File: config.mk
export PLATFORM = sky130hd
export DESIGN_NAME = branch_redirect_ctrl_flat
export DESIGN_NICKNAME = d
export VERILOG_FILES = /design/src/rtl/branch_redirect_ctrl_pkg.sv /design/src/rtl/branch_redirect_ctrl_if.sv /design/src/rtl/branch_redirect_ctrl_sat_counter.sv /design/src/rtl/branch_redirect_ctrl.sv /design/src/flat_wrapper.sv
export SDC_FILE = /design/constraint.sdc
export NUM_CORES = 1
export LEC_CHECK = 0
export CAP_MARGIN = 10
export CORE_MARGIN = 2
export CORE_UTILIZATION = 45
export CTS_BUF_LIST = sky130_fd_sc_hd__clkbuf_4
export DETAILED_ROUTE_END_ITERATION = 10
export GPL_TIMING_DRIVEN = 0
export HOLD_SLACK_MARGIN = 0.03
export PLACE_DENSITY_LB_ADDON = 0.08
export SLEW_MARGIN = 25
export SYNTH_ARGS = -nofsm -noshare
export SYNTH_HDL_FRONTEND = slang
export SYNTH_SLANG_ARGS = --single-unit
File: constraint.sdc
create_clock -name clk_i -period 2.5 [get_ports clk_i]
set_clock_uncertainty 0.15 [all_clocks]
set_input_delay 0.5 -clock clk_i [delete_from_list [all_inputs] [get_ports clk_i]]
set_output_delay 0.5 -clock clk_i [all_outputs]
set_load 0.03 [all_outputs]
File: src/rtl/branch_redirect_ctrl_pkg.sv
// Shared types and defaults for the branch redirect controller.
package branch_ctrl_pkg;

  typedef enum logic [1:0] {
    RUN   = 2'd0,
    PEND  = 2'd1,
    BLANK = 2'd2
  } redirect_state_e;

  localparam int unsigned BLANK_CYCLES_DEF = 2;
  localparam int unsigned BLANK_CYCLES_MIN = 1;

endpackage

File: src/rtl/branch_redirect_ctrl_if.sv
// PC-redirect bus between predictor/pipeline (master) and controller (slave).
interface branch_redirect_ctrl_if #(
  parameter int unsigned ADDR_W = 32
);
  logic              stall_i;
  logic              pred_valid_i;
  logic [ADDR_W-1:0] pred_target_i;
  logic              corr_valid_i;
  logic [ADDR_W-1:0] corr_target_i;
  logic [ADDR_W-1:0] pc_seq_i;
  logic [ADDR_W-1:0] pc_next_o;
  logic              pc_we_o;
  logic              if_id_flush_o;
  logic              id_ex_flush_o;

  modport master (
    output stall_i, pred_valid_i, pred_target_i, corr_valid_i, corr_target_i, pc_seq_i,
    input  pc_next_o, pc_we_o, if_id_flush_o, id_ex_flush_o
  );

  modport slave (
    input  stall_i, pred_valid_i, pred_target_i, corr_valid_i, corr_target_i, pc_seq_i,
    output pc_next_o, pc_we_o, if_id_flush_o, id_ex_flush_o
  );
endinterface

File: src/rtl/branch_redirect_ctrl_sat_counter.sv
// Saturating up-counter with synchronous clear (clear beats increment).
module sat_counter #(
  parameter int unsigned CNT_W = 16
) (
  input  logic             clk_i,
  input  logic             rst_ni,
  input  logic             inc_i,
  input  logic             clr_i,
  output logic [CNT_W-1:0] cnt_o
);

  // Count up, stick at all-ones, clear on request.
  always_ff @(posedge clk_i or negedge rst_ni) begin
    if (!rst_ni) begin
      cnt_o <= '0;
    end else if (clr_i) begin
      cnt_o <= '0;
    end else if (inc_i && (cnt_o != '1)) begin
      cnt_o <= cnt_o + CNT_W'(1);
    end
  end

endmodule

File: src/rtl/branch_redirect_ctrl.sv
// PC source arbitration: EX correction > IF prediction > sequential PC,
// with stall-deferred predictions and a post-correction blanking window.
module branch_redirect_ctrl
  import branch_ctrl_pkg::*;
#(
  parameter int unsigned ADDR_W       = 32,
  parameter int unsigned BLANK_CYCLES = BLANK_CYCLES_DEF,
  parameter int unsigned CNT_W        = 16
) (
  input  logic                  clk_i,
  input  logic                  rst_ni,
  branch_redirect_ctrl_if.slave bus,
  input  logic                  cnt_clr_i,
  output logic                  busy_o,
  output logic [CNT_W-1:0]      mispred_cnt_o,
  output logic [CNT_W-1:0]      redirect_cnt_o
);

  // Illegal settings below the minimum are clamped rather than producing a zero-length window.
  localparam int unsigned BLANK_EFF = (BLANK_CYCLES < BLANK_CYCLES_MIN) ? BLANK_CYCLES_MIN : BLANK_CYCLES;
  localparam int unsigned BW        = $clog2(BLANK_EFF + 1);

  redirect_state_e   state_q, state_d;
  logic [ADDR_W-1:0] pend_q, pend_d;
  logic [BW-1:0]     blank_q, blank_d;
  logic [ADDR_W-1:0] next_pc;
  logic              flush;
  logic              mis_inc;
  logic              red_inc;

  // State, pending target and blank-window register.
  always_ff @(posedge clk_i or negedge rst_ni) begin
    if (!rst_ni) begin
      state_q <= RUN;
      pend_q  <= '0;
      blank_q <= '0;
    end else begin
      state_q <= state_d;
      pend_q  <= pend_d;
      blank_q <= blank_d;
    end
  end

  // Next-state, PC select and counter-increment decode.
  always_comb begin
    state_d = state_q;
    pend_d  = pend_q;
    blank_d = blank_q;
    next_pc = bus.pc_seq_i;
    flush   = 1'b0;
    mis_inc = 1'b0;
    red_inc = 1'b0;
    if (bus.corr_valid_i) begin
      next_pc = bus.corr_target_i;
      flush   = 1'b1;
      mis_inc = 1'b1;
      state_d = BLANK;
      blank_d = BW'(BLANK_EFF);
      pend_d  = '0;
    end else begin
      unique case (state_q)
        RUN: begin
          if (bus.pred_valid_i) begin
            if (!bus.stall_i) begin
              next_pc = bus.pred_target_i;
              red_inc = 1'b1;
            end else begin
              pend_d  = bus.pred_target_i;
              state_d = PEND;
            end
          end
        end
        PEND: begin
          next_pc = pend_q;
          if (!bus.stall_i) begin
            red_inc = 1'b1;
            state_d = RUN;
          end
        end
        BLANK: begin
          blank_d = blank_q - BW'(1);
          if (blank_q <= BW'(1)) begin
            state_d = RUN;
          end
        end
        default: begin
          state_d = RUN;
        end
      endcase
    end
  end

  // Outputs are held quiet while reset is asserted.
  always_comb begin
    bus.pc_next_o     = rst_ni ? next_pc : '0;
    bus.pc_we_o       = rst_ni & (bus.corr_valid_i | ~bus.stall_i);
    bus.if_id_flush_o = rst_ni & flush;
    bus.id_ex_flush_o = rst_ni & flush;
    busy_o            = (state_q != RUN);
  end

  sat_counter #(.CNT_W(CNT_W)) u_mispred_cnt (
    .clk_i  (clk_i),
    .rst_ni (rst_ni),
    .inc_i  (mis_inc),
    .clr_i  (cnt_clr_i),
    .cnt_o  (mispred_cnt_o)
  );

  sat_counter #(.CNT_W(CNT_W)) u_redirect_cnt (
    .clk_i  (clk_i),
    .rst_ni (rst_ni),
    .inc_i  (red_inc),
    .clr_i  (cnt_clr_i),
    .cnt_o  (redirect_cnt_o)
  );

endmodule

File: src/flat_wrapper.sv
// flat-port wrapper written by rule: the top's interface ports become plain ports
module branch_redirect_ctrl_flat import branch_ctrl_pkg::*;
#(
  parameter int unsigned ADDR_W       = 32,
  parameter int unsigned BLANK_CYCLES = BLANK_CYCLES_DEF,
  parameter int unsigned CNT_W        = 16
)
  (clk_i, rst_ni, cnt_clr_i, busy_o, mispred_cnt_o, redirect_cnt_o, bus_stall_i, bus_pred_valid_i, bus_pred_target_i, bus_corr_valid_i, bus_corr_target_i, bus_pc_seq_i, bus_pc_next_o, bus_pc_we_o, bus_if_id_flush_o, bus_id_ex_flush_o);
  branch_redirect_ctrl_if #(.ADDR_W(ADDR_W)) bus_i ();
  input  logic clk_i;
  input  logic rst_ni;
  input  logic cnt_clr_i;
  output logic busy_o;
  output logic [CNT_W-1:0] mispred_cnt_o;
  output logic [CNT_W-1:0] redirect_cnt_o;
  input wire logic [$bits(bus_i.stall_i)-1:0] bus_stall_i;
  input wire logic [$bits(bus_i.pred_valid_i)-1:0] bus_pred_valid_i;
  input wire logic [$bits(bus_i.pred_target_i)-1:0] bus_pred_target_i;
  input wire logic [$bits(bus_i.corr_valid_i)-1:0] bus_corr_valid_i;
  input wire logic [$bits(bus_i.corr_target_i)-1:0] bus_corr_target_i;
  input wire logic [$bits(bus_i.pc_seq_i)-1:0] bus_pc_seq_i;
  output wire logic [$bits(bus_i.pc_next_o)-1:0] bus_pc_next_o;
  output wire logic [$bits(bus_i.pc_we_o)-1:0] bus_pc_we_o;
  output wire logic [$bits(bus_i.if_id_flush_o)-1:0] bus_if_id_flush_o;
  output wire logic [$bits(bus_i.id_ex_flush_o)-1:0] bus_id_ex_flush_o;
  assign bus_i.stall_i = bus_stall_i;
  assign bus_i.pred_valid_i = bus_pred_valid_i;
  assign bus_i.pred_target_i = bus_pred_target_i;
  assign bus_i.corr_valid_i = bus_corr_valid_i;
  assign bus_i.corr_target_i = bus_corr_target_i;
  assign bus_i.pc_seq_i = bus_pc_seq_i;
  assign bus_pc_next_o = bus_i.pc_next_o;
  assign bus_pc_we_o = bus_i.pc_we_o;
  assign bus_if_id_flush_o = bus_i.if_id_flush_o;
  assign bus_id_ex_flush_o = bus_i.id_ex_flush_o;
  branch_redirect_ctrl #(.ADDR_W(ADDR_W), .BLANK_CYCLES(BLANK_CYCLES), .CNT_W(CNT_W)) u_core (.clk_i(clk_i), .rst_ni(rst_ni), .bus(bus_i), .cnt_clr_i(cnt_clr_i), .busy_o(busy_o), .mispred_cnt_o(mispred_cnt_o), .redirect_cnt_o(redirect_cnt_o));
endmodule
==> load_flow_metrics.sql, run 1 <==
INSERT INTO impl_metrics (metric_group, metric, value, unit) VALUES
('setup_path', 'critical_path_peak_fanout', '10', ''),
('detailed_routing', 'detailedRoute.firstPassIterationCount', '4', ''),
('placed_design', 'port_buffers', '169', ''),
('setup_path', 'rr_startpoint', 'u_core.u_redirect_cnt.cnt_o[0]$_DFFE_PN0P_', ''),
('sta', 'finalCriticalPeriod', '2430', 'ps'),
('yosys', 'synth_area_per_cell', '9.15', 'µm²'),
('layout', 'net_count_of_the_finished_layout', '799', ''),
('yosys', 'mapped_nets', '611', ''),
('detailed_routing', 'wirelength', '14400', 'µm'),
('clocking', 'clock_sink_count', '68', ''),
('global_route', 'grt_pass1_wl', '23700', 'µm'),
('layout', 'insertedDiodeCount', '0', ''),
('placed_design', 'placed_cell_area', '0.00652', 'mm²'),
('sta', 'layout_worst_path_cycle_share', '0.971', ''),
('placed_design', 'place_ws', '-1110', 'ps'),
('power_and_ir_drop', 'power.net_switching', '1.13', 'mW'),
('layout', 'layout.cells.most_common_list', 'sky130_fd_sc_hd__clkdlybuf4s50_1 (129), sky130_fd_sc_hd__a21oi_1 (89), sky130_fd_sc_hd__dfrtp_1 (67), sky130_fd_sc_hd__o21ai_0 (38), sky130_fd_sc_hd__o211ai_1 (34)', ''),
('clocking', 'tritoncts.num_buffers', '9', ''),
('setup_path', 'worstSetupPathType', 'primary input to primary output', ''),
('layout', 'layout.core_utilization', '0.672', ''),
('sta', 'setup_tns', '0', 'ps'),
('sta', 'final_hold_slack', '131', 'ps'),
('power_and_ir_drop', 'power.ir.vdd_worst', '0.310', 'mV'),
('clocking', 'clock-root-buffer', 'sky130_fd_sc_hd__clkbuf_4', ''),
('yosys', 'synth_sequential_area_ratio', '0.368', ''),
('sta', 'finalMaxSlewViolations', '0', ''),
('global_route', 'globalRoute.totalOverflow', '0', ''),
('floorplan', 'chipHeight', '105', 'µm'),
('hold_path', 'holdCritPathClass', 'primary input to asynchronous set/reset pin', ''),
('layout', 'fillers', '824', ''),
('global_route', 'first_global_vias', '4905', ''),
('setup_path', 'endpoint_of_the_lowest_slack_register_to_register_path', 'u_core.u_redirect_cnt.cnt_o[1]$_DFFE_PN0P_', ''),
('sta', 'max_slew_margin', '0.592', ''),
('power_and_ir_drop', 'power.share.combinational', '0.379', ''),
('sta', 'timing_hold_violations_final', '0', ''),
('floorplan', 'coreArea', '0.0101', 'mm²'),
('global_route', 'grt_util_all_layers', '0.263', ''),
('run', 'maxCapViolCount', '0', ''),
('detailed_routing', 'routed-via-count', '4856', ''),
('setup_path', 'timing.critical_path.to', 'bus_pc_next_o[29]', ''),
('sta', 'achievable-frequency', '412', 'MHz'),
('power_and_ir_drop', 'static-leakage-power', '2.76', 'nW'),
('layout', 'final_area', '0.00681', 'mm²'),
('detailed_routing', 'wire_per_inst', '17.3', 'µm'),
('placed_design', 'dp_hpwl', '10300', 'µm'),
('floorplan', 'top_level_ports', '170', ''),
('clocking', 'tritoncts', 'built', ''),
('detailed_routing', 'route.detailed.drc', '0', ''),
('setup_path', 'critPathLaunchType', 'primary input', ''),
('clocking', 'cts.htree.levels', '3', ''),
('setup_path', 'cp-end-kind', 'primary output', ''),
('floorplan', 'die_area', '0.0111', 'mm²'),
('placed_design', 'placed_instances', '812', ''),
('power_and_ir_drop', 'total_power', '3.24', 'mW'),
('layout', 'layout-drive-gt1-share', '0.175', ''),
('power_and_ir_drop', 'sw_frac_of_total', '0.348', ''),
('power_and_ir_drop', 'internal-power', '2.11', 'mW'),
('clocking', 'cts_max_path_buffers', '2', ''),
('setup_path', 'critPathArrivalTime', '1780', 'ps'),
('sta', 'max_slew.worst_pin.slew', '607', 'ps'),
('run_status', 'run_status', 'finished, final reports clean', ''),
('setup_path', 'r2r_slack', '430', 'ps'),
('setup_path', 'worst_r2r_path_depth', '6', ''),
('yosys', 'synth-warning-count', '0', ''),
('yosys', 'netlist_instances', '506', ''),
('detailed_routing', 'final_antenna_violating_net_count', '0', ''),
('layout', 'area_delta_synth_final', '47.1', '%'),
('placed_design', 'gpl.final_weighted_congestion', '0.851', ''),
('yosys', 'synth.lib_cells_used.distinct', '48', ''),
('power_and_ir_drop', 'clockPowerShare', '0.253', ''),
('floorplan', 'die_w', '105', 'µm');
==> routing by layer <==
| metal | vias to the layer above | GRT usage | wire, µm | share of wire |
|---|---|---|---|---|
| met4 | 0 | 0.0838 | 236 | 0.016 |
| met5 | - | 0 | 0 | 0 |
| met3 | 20 | 0.0445 | 866 | 0.060 |
| met1 | 2331 | 0.337 | 6050 | 0.42 |
| met2 | 176 | 0.450 | 7250 | 0.50 |
| li1 | 2329 | - | - | - |
==> sequential cells by signal, indices dropped and copies added, names as in the netlist <==
signal	flops
u_core.state_q	2
u_core.blank_q	2
u_core.u_mispred_cnt.cnt_o	16
u_core.pend_q	32
u_core.u_redirect_cnt.cnt_o	16
==> how the worst min path moves through the flow <==
| stage | startpoint | to | slack, ps | depth (start not counted) |
|---|---|---|---|---|
| 3_5_place_dp | rst_ni | u_core.u_mispred_cnt.cnt_o[11]$_DFFE_PN0P_ | 260 | 1 |
| 3_3_place_gp | u_core.pend_q[31]$_DFFE_PN0P_ | u_core.pend_q[31]$_DFFE_PN0P_ | 330 | 1 |
| 5_1_grt | rst_ni | u_core.blank_q[1]$_DFFE_PN0P_ | 160 | 3 |
| 2_1_floorplan | rst_ni | u_core.blank_q[0]$_DFFE_PN0P_ | 50 | 0 |
| 4_1_cts | bus_stall_i | u_core.state_q[0]$_DFFE_PN0P_ | 240 | 3 |
| 6_report | rst_ni | u_core.pend_q[31]$_DFFE_PN0P_ | 130 | 3 |
==> critical path: stages <==
cell	delay [ps]
sky130_fd_sc_hd__clkbuf_4	150
sky130_fd_sc_hd__nand2b_4	150
sky130_fd_sc_hd__buf_6	180
sky130_fd_sc_hd__mux2_2	340
sky130_fd_sc_hd__o211ai_1	190
sky130_fd_sc_hd__a21oi_1	100
sky130_fd_sc_hd__buf_4	170
==> area by class of cell <==
type                       count  area [µm²]  area share
buffer                        38         263      0.0386
clock buffer                   9        67.6     0.00992
clock inverter                 7        91.3      0.0134
inverter                       9        37.5     0.00551
multi-input combinational    388        2740       0.402
sequential                    68        1700       0.250
tap                          136         170      0.0250
timing repair buffer         180        1740       0.256
==> cells in the mapped netlist, drive strengths merged <==
| cell type | number | area (µm²) |
|---|---|---|
| a31oi | 3 | 18.8 |
| nand3 | 10 | 50.1 |
| or4b | 2 | 20.0 |
| or3b | 1 | 8.76 |
| or4 | 11 | 82.6 |
| and4b | 1 | 10.0 |
| xnor2 | 3 | 26.3 |
| and4 | 7 | 63.8 |
| nand4 | 11 | 87.6 |
| ha | 3 | 37.5 |
| or3 | 11 | 68.8 |
| clkbuf | 25 | 93.8 |
| inv | 8 | 30.0 |
| nor3 | 3 | 15.0 |
| a311oi | 1 | 8.76 |
| o21bai | 2 | 26.3 |
| nand4b | 2 | 47.6 |
| nand2b | 34 | 220 |
| o211ai | 34 | 255 |
| and2 | 3 | 18.8 |
| nor2b | 1 | 6.26 |
| mux2i | 2 | 20.0 |
| o31ai | 15 | 113 |
| a22o | 32 | 280 |
| a21oi | 90 | 450 |
| nand2 | 10 | 37.5 |
| mux2 | 32 | 360 |
| clkinv | 1 | 3.75 |
| nor2 | 14 | 68.8 |
| and3 | 1 | 6.26 |
| xor2 | 1 | 8.76 |
| dfrtp | 68 | 1700 |
| nor4 | 3 | 40.0 |
| o41ai | 3 | 33.8 |
| buf | 16 | 98.9 |
| o21ai | 42 | 210 |
==> power groups by stage <==
stage | clock, mW | combinational [mW] | sequential, mW
final | 0.820 | 1.23 | 1.19
after global routing | 0.885 | 1.32 | 1.20
after CTS | 0.825 | 1.20 | 1.19
after detailed placement | 0 | 1.18 | 1.21
after global placement | 0 | 1.15 | 1.21
after floorplan | 0 | 0.662 | 1.21
==> timing repair <==
item	4_1_cts	5_1_grt
resized for setup	233	43
setup endpoints to repair	35	34
buffers inserted	2	3
hold buffers	3	1
cloned	3	0
pin swaps	10	10
endpoints found under the hold margin	20	14
==> logic make-up (layout without fill, tap and decap cells) <==
kind of cell,after synthesis,in the layout,share of synthesized area
AOI/OAI and AO/OA,222,222,0.302
adders and majority gates,3,3,0.00811
buffers and inverters,50,243,0.0489
DFF,68,68,0.368
and+or+nand+nor,125,125,0.184
xor gates and xnor gates,4,4,0.00757
muxes,34,34,0.0822
No activity file was read; power rests on OpenSTA's default activity.
==> run 2: changes to the inputs <==
--- a/config.mk
+++ b/config.mk
@@ -10,8 +10,8 @@
 export CORE_UTILIZATION = 45
 export CTS_BUF_LIST = sky130_fd_sc_hd__clkbuf_4
 export DETAILED_ROUTE_END_ITERATION = 10
-export GPL_TIMING_DRIVEN = 0
-export HOLD_SLACK_MARGIN = 0.03
+export GPL_TIMING_DRIVEN = 1
+export HOLD_SLACK_MARGIN = 0.15
 export PLACE_DENSITY_LB_ADDON = 0.08
 export SLEW_MARGIN = 25
 export SYNTH_ARGS = -nofsm -noshare
==> run 2 against run 1 <==
Power decreased by 1.9%. Sequential cell count did not move. Register-to-register slack got worse by 100 ps. Global-route usage up 0.61 points. Worst setup slack got worse by 18 ps. Cell count grew 0.96%. Die area stayed put. First-iteration DRC count up 43%. Hold slack better by 62 ps. Critical path depth increased by 1. Non-clock buffer count up 8. Critical path type unchanged. Largest cell class unchanged. Largest power group unchanged. Highest routed layer unchanged.
==> load_flow_metrics.sql, run 2 (same netlist as run 1, synthesis figures left out) <==
INSERT INTO impl_metrics (metric_group, metric, value, unit) VALUES
('layout', 'area_occupied_by_multi_input_gates', '0.00275', 'mm²'),
('clocking', 'clock-root-buffer', 'sky130_fd_sc_hd__clkbuf_4', ''),
('detailed_routing', 'top_layer_used', 'met4', ''),
('detailed_routing', 'drt-initial-drc-count', '277', ''),
('layout', 'max_ffs_per_register', '32', ''),
('clocking', 'clkLatencyLatePin', '400', 'ps'),
('global_route', 'pin_count_of_the_biggest_net_entering_global_routing', '39', ''),
('run', 'maxCapViolCount', '0', ''),
('sta', 'layout_worst_path_cycle_share', '0.978', ''),
('detailed_routing', 'route.detailed.drc', '0', ''),
('power_and_ir_drop', 'sw_frac_of_total', '0.354', ''),
('power_and_ir_drop', 'power_density', '456', 'mW/mm²'),
('placed_design', 'port_buffers', '169', ''),
('floorplan', 'initial_core_util', '0.457', ''),
('power_and_ir_drop', 'clockPowerShare', '0.223', ''),
('global_route', 'number_of_antenna_violations_at_the_first_check_in_global_routing', '0', ''),
('clocking', 'cts_max_path_buffers', '2', ''),
('sta', 'max_slew.worst_pin.slew', '952', 'ps'),
('layout', 'area_delta_synth_final', '50.6', '%'),
('detailed_routing', 'wirelength', '14700', 'µm'),
('sta', 'finalMaxSlewViolations', '0', ''),
('global_route', 'globalRoute.totalOverflow', '0', ''),
('detailed_routing', 'drt-vias-per-instance', '5.76', ''),
('detailed_routing', 'final_antenna_violating_net_count', '0', ''),
('floorplan', 'die_area', '0.0111', 'mm²'),
('sta', 'timing_hold_violations_final', '0', ''),
('detailed_routing', 'detailedRoute.firstPassIterationCount', '5', ''),
('detailed_routing', 'wire_per_inst', '17.4', 'µm'),
('setup_path', 'worst_path_largest_cell_delay', '290', 'ps'),
('setup_path', 'critPathLaunchType', 'primary input', ''),
('detailed_routing', 'wire_length_on_met3', '817', 'µm'),
('setup_path', 'cp_cell_sequence', 'buf_6 -> nand2b_4 -> buf_12 -> buf_16 -> mux2_4 -> o211ai_1 -> a21oi_1 -> buf_4', ''),
('clocking', 'clock_sink_count', '68', ''),
('layout', 'net_count_of_the_finished_layout', '807', ''),
('power_and_ir_drop', 'seqPwrFrac', '0.377', ''),
('power_and_ir_drop', 'power.ir.vdd_worst', '0.239', 'mV'),
('setup_path', 'cp-end-kind', 'primary output', ''),
('floorplan', 'row_count', '37', ''),
('layout', 'layout-drive-gt1-share', '0.199', ''),
('layout', 'layout.area.seq', '0.00170', 'mm²'),
('power_and_ir_drop', 'power.net_switching', '1.12', 'mW'),
('layout', 'fillers', '829', ''),
('sta', 'achievable-frequency', '409', 'MHz'),
('clocking', 'tritoncts.num_buffers', '9', ''),
('layout', 'layout.core_utilization', '0.688', ''),
('floorplan', 'chipHeight', '105', 'µm'),
('global_route', 'first_global_vias', '4902', ''),
('detailed_routing', 'routed-via-count', '4857', ''),
('global_route', 'grt_util_all_layers', '0.269', ''),
('layout', 'top_regs', 'u_core.pend_q: 32 flops, u_core.u_mispred_cnt.cnt_o: 16 flops, u_core.u_redirect_cnt.cnt_o: 16 flops', ''),
('floorplan', 'coreArea', '0.0101', 'mm²'),
('setup_path', 'critPathRequiredTime', '1850', 'ps'),
('detailed_routing', 'detailroute.wirelength.met2', '7380', 'µm'),
('global_route', 'grt_pass1_wl', '24500', 'µm'),
('hold_path', 'holdCritPathClass', 'primary input to asynchronous set/reset pin', ''),
('setup_path', 'critPathArrivalTime', '1800', 'ps'),
('sta', 'timing.final.setup_violations', '0', ''),
('layout', 'final_area', '0.00697', 'mm²'),
('layout', 'insertedDiodeCount', '0', ''),
('setup_path', 'crit_slowest_cell', 'sky130_fd_sc_hd__mux2_4', ''),
('power_and_ir_drop', 'power.share.combinational', '0.400', ''),
('sta', 'max_slew_margin', '0.363', ''),
('placed_design', 'placed_cell_area', '0.00682', 'mm²'),
('layout', 'largest_register', 'u_core.pend_q', ''),
('layout', 'layout.cells.most_common_list', 'sky130_fd_sc_hd__clkdlybuf4s50_1 (129), sky130_fd_sc_hd__a21oi_1 (89), sky130_fd_sc_hd__dfrtp_1 (67), sky130_fd_sc_hd__buf_4 (55), sky130_fd_sc_hd__o21ai_0 (38)', ''),
('sta', 'rsz0062_at_grt', 'true', ''),
('power_and_ir_drop', 'static-leakage-power', '2.83', 'nW'),
('setup_path', 'worstSetupPathType', 'primary input to primary output', ''),
('floorplan', 'top_level_ports', '170', ''),
('sta', 'finalCriticalPeriod', '2450', 'ps'),
('clocking', 'clk_pin_slew_worst_paths', '130', 'ps'),
('power_and_ir_drop', 'internal-power', '2.05', 'mW'),
('placed_design', 'gpl.final_weighted_congestion', '0.828', ''),
('clocking', 'tritoncts', 'built', ''),
('run_status', 'run_status', 'finished, final reports clean', ''),
('setup_path', 'critical_path_peak_fanout', '7', ''),
('floorplan', 'die_w', '105', 'µm'),
('layout', 'final_common_cell', 'sky130_fd_sc_hd__clkdlybuf4s50_1', ''),
('detailed_routing', 'route.layer.met1.wl', '6300', 'µm'),
('placed_design', 'dp_hpwl', '10100', 'µm'),
('clocking', 'cts.htree.levels', '3', ''),
('setup_path', 'r2r_slack', '330', 'ps');
[run 2: cell count changes in the layout (fill, tap and decap cells not counted), sizes merged]
cell / before / now
buf: 51 / 89
clkbuf: 39 / 9
clkdlybuf4s15: 2 / 6
dlygate4sd2: 2 / 0
bufbuf: 1 / 0
bufinv: 2 / 1
clkdlybuf4s18: 1 / 0
clkinv: 3 / 4
clkinvlp: 3 / 2
inv: 8 / 9
[run 2: power groups by stage]
stage	Combinational, mW	Clock (mW)	Sequential, mW
after floorplan	0.662	0	1.21
after global placement	1.27	0	1.21
after detailed placement	1.28	0	1.22
after CTS	1.28	0.730	1.20
after global routing	1.38	0.784	1.21
final	1.27	0.709	1.20
[run 2: final timing paths]
check | to | from | cells after the start
setup reg to reg | u_core.u_redirect_cnt.cnt_o[6]$_DFFE_PN0P_ | u_core.u_redirect_cnt.cnt_o[0]$_DFFE_PN0P_ | 5
min in group clk_i | u_core.pend_q[12]$_DFFE_PN0P_ | u_core.pend_q[12]$_DFFE_PN0P_ | 1
max in group asynchronous | u_core.state_q[0]$_DFFE_PN0P_ | rst_ni | 4
setup / recovery | bus_pc_next_o[1] | bus_stall_i | 8
hold / removal | u_core.u_mispred_cnt.cnt_o[9]$_DFFE_PN0P_ | rst_ni | 3
hold reg to reg | u_core.pend_q[12]$_DFFE_PN0P_ | u_core.pend_q[12]$_DFFE_PN0P_ | 1
[run 2: metal layers]
layer | GRT usage | vias up
met1 | 0.356 | 2356
li1 | - | 2339
met5 | 0 | -
met2 | 0.447 | 148
met4 | 0.0800 | 0
met3 | 0.0513 | 14
[run 2: layout make-up]
type,instances,area share
multi-input combinational,388,0.394
inverter,9,0.00485
tap,136,0.0244
timing repair buffer,226,0.313
sequential,68,0.244
clock inverter,7,0.00951
clock buffer,9,0.00969
[run 2: repair_timing]
item                       in CTS  in global routing
gates cloned                    2                  0
setup endpoints to repair      32                 19
resized for setup             154                 17
pin swaps                       7                  6
hold endpoints to repair       22                  0
setup buffers                   1                  0
hold buffers                    2                  0
[run 2: metrics by stage]
| stage | TNS, ps | hold WS (ps) | power, mW | setup slack [ps] | instances |
|---|---|---|---|---|---|
| 4_1_cts | 0 | 176 | 3.20 | 16.8 | 843 |
| 6_report | 0 | 193 | 3.18 | 54.7 | 843 |
| 5_1_grt | -9.25 | 188 | 3.37 | -5.29 | 843 |
| 3_5_place_dp | -22560 | 284 | 2.50 | -768 | 822 |
| 3_3_place_gp | -22040 | 281 | 2.48 | -731 | 822 |
| 2_1_floorplan | 0 | 54.4 | 1.87 | 121 | 506 |
[run 2: critical path: cells and delay by family]
family,cells,cell delay (ps)
mux,1,290
simple gates,1,160
buf+inv,4,550
compound gates,2,290
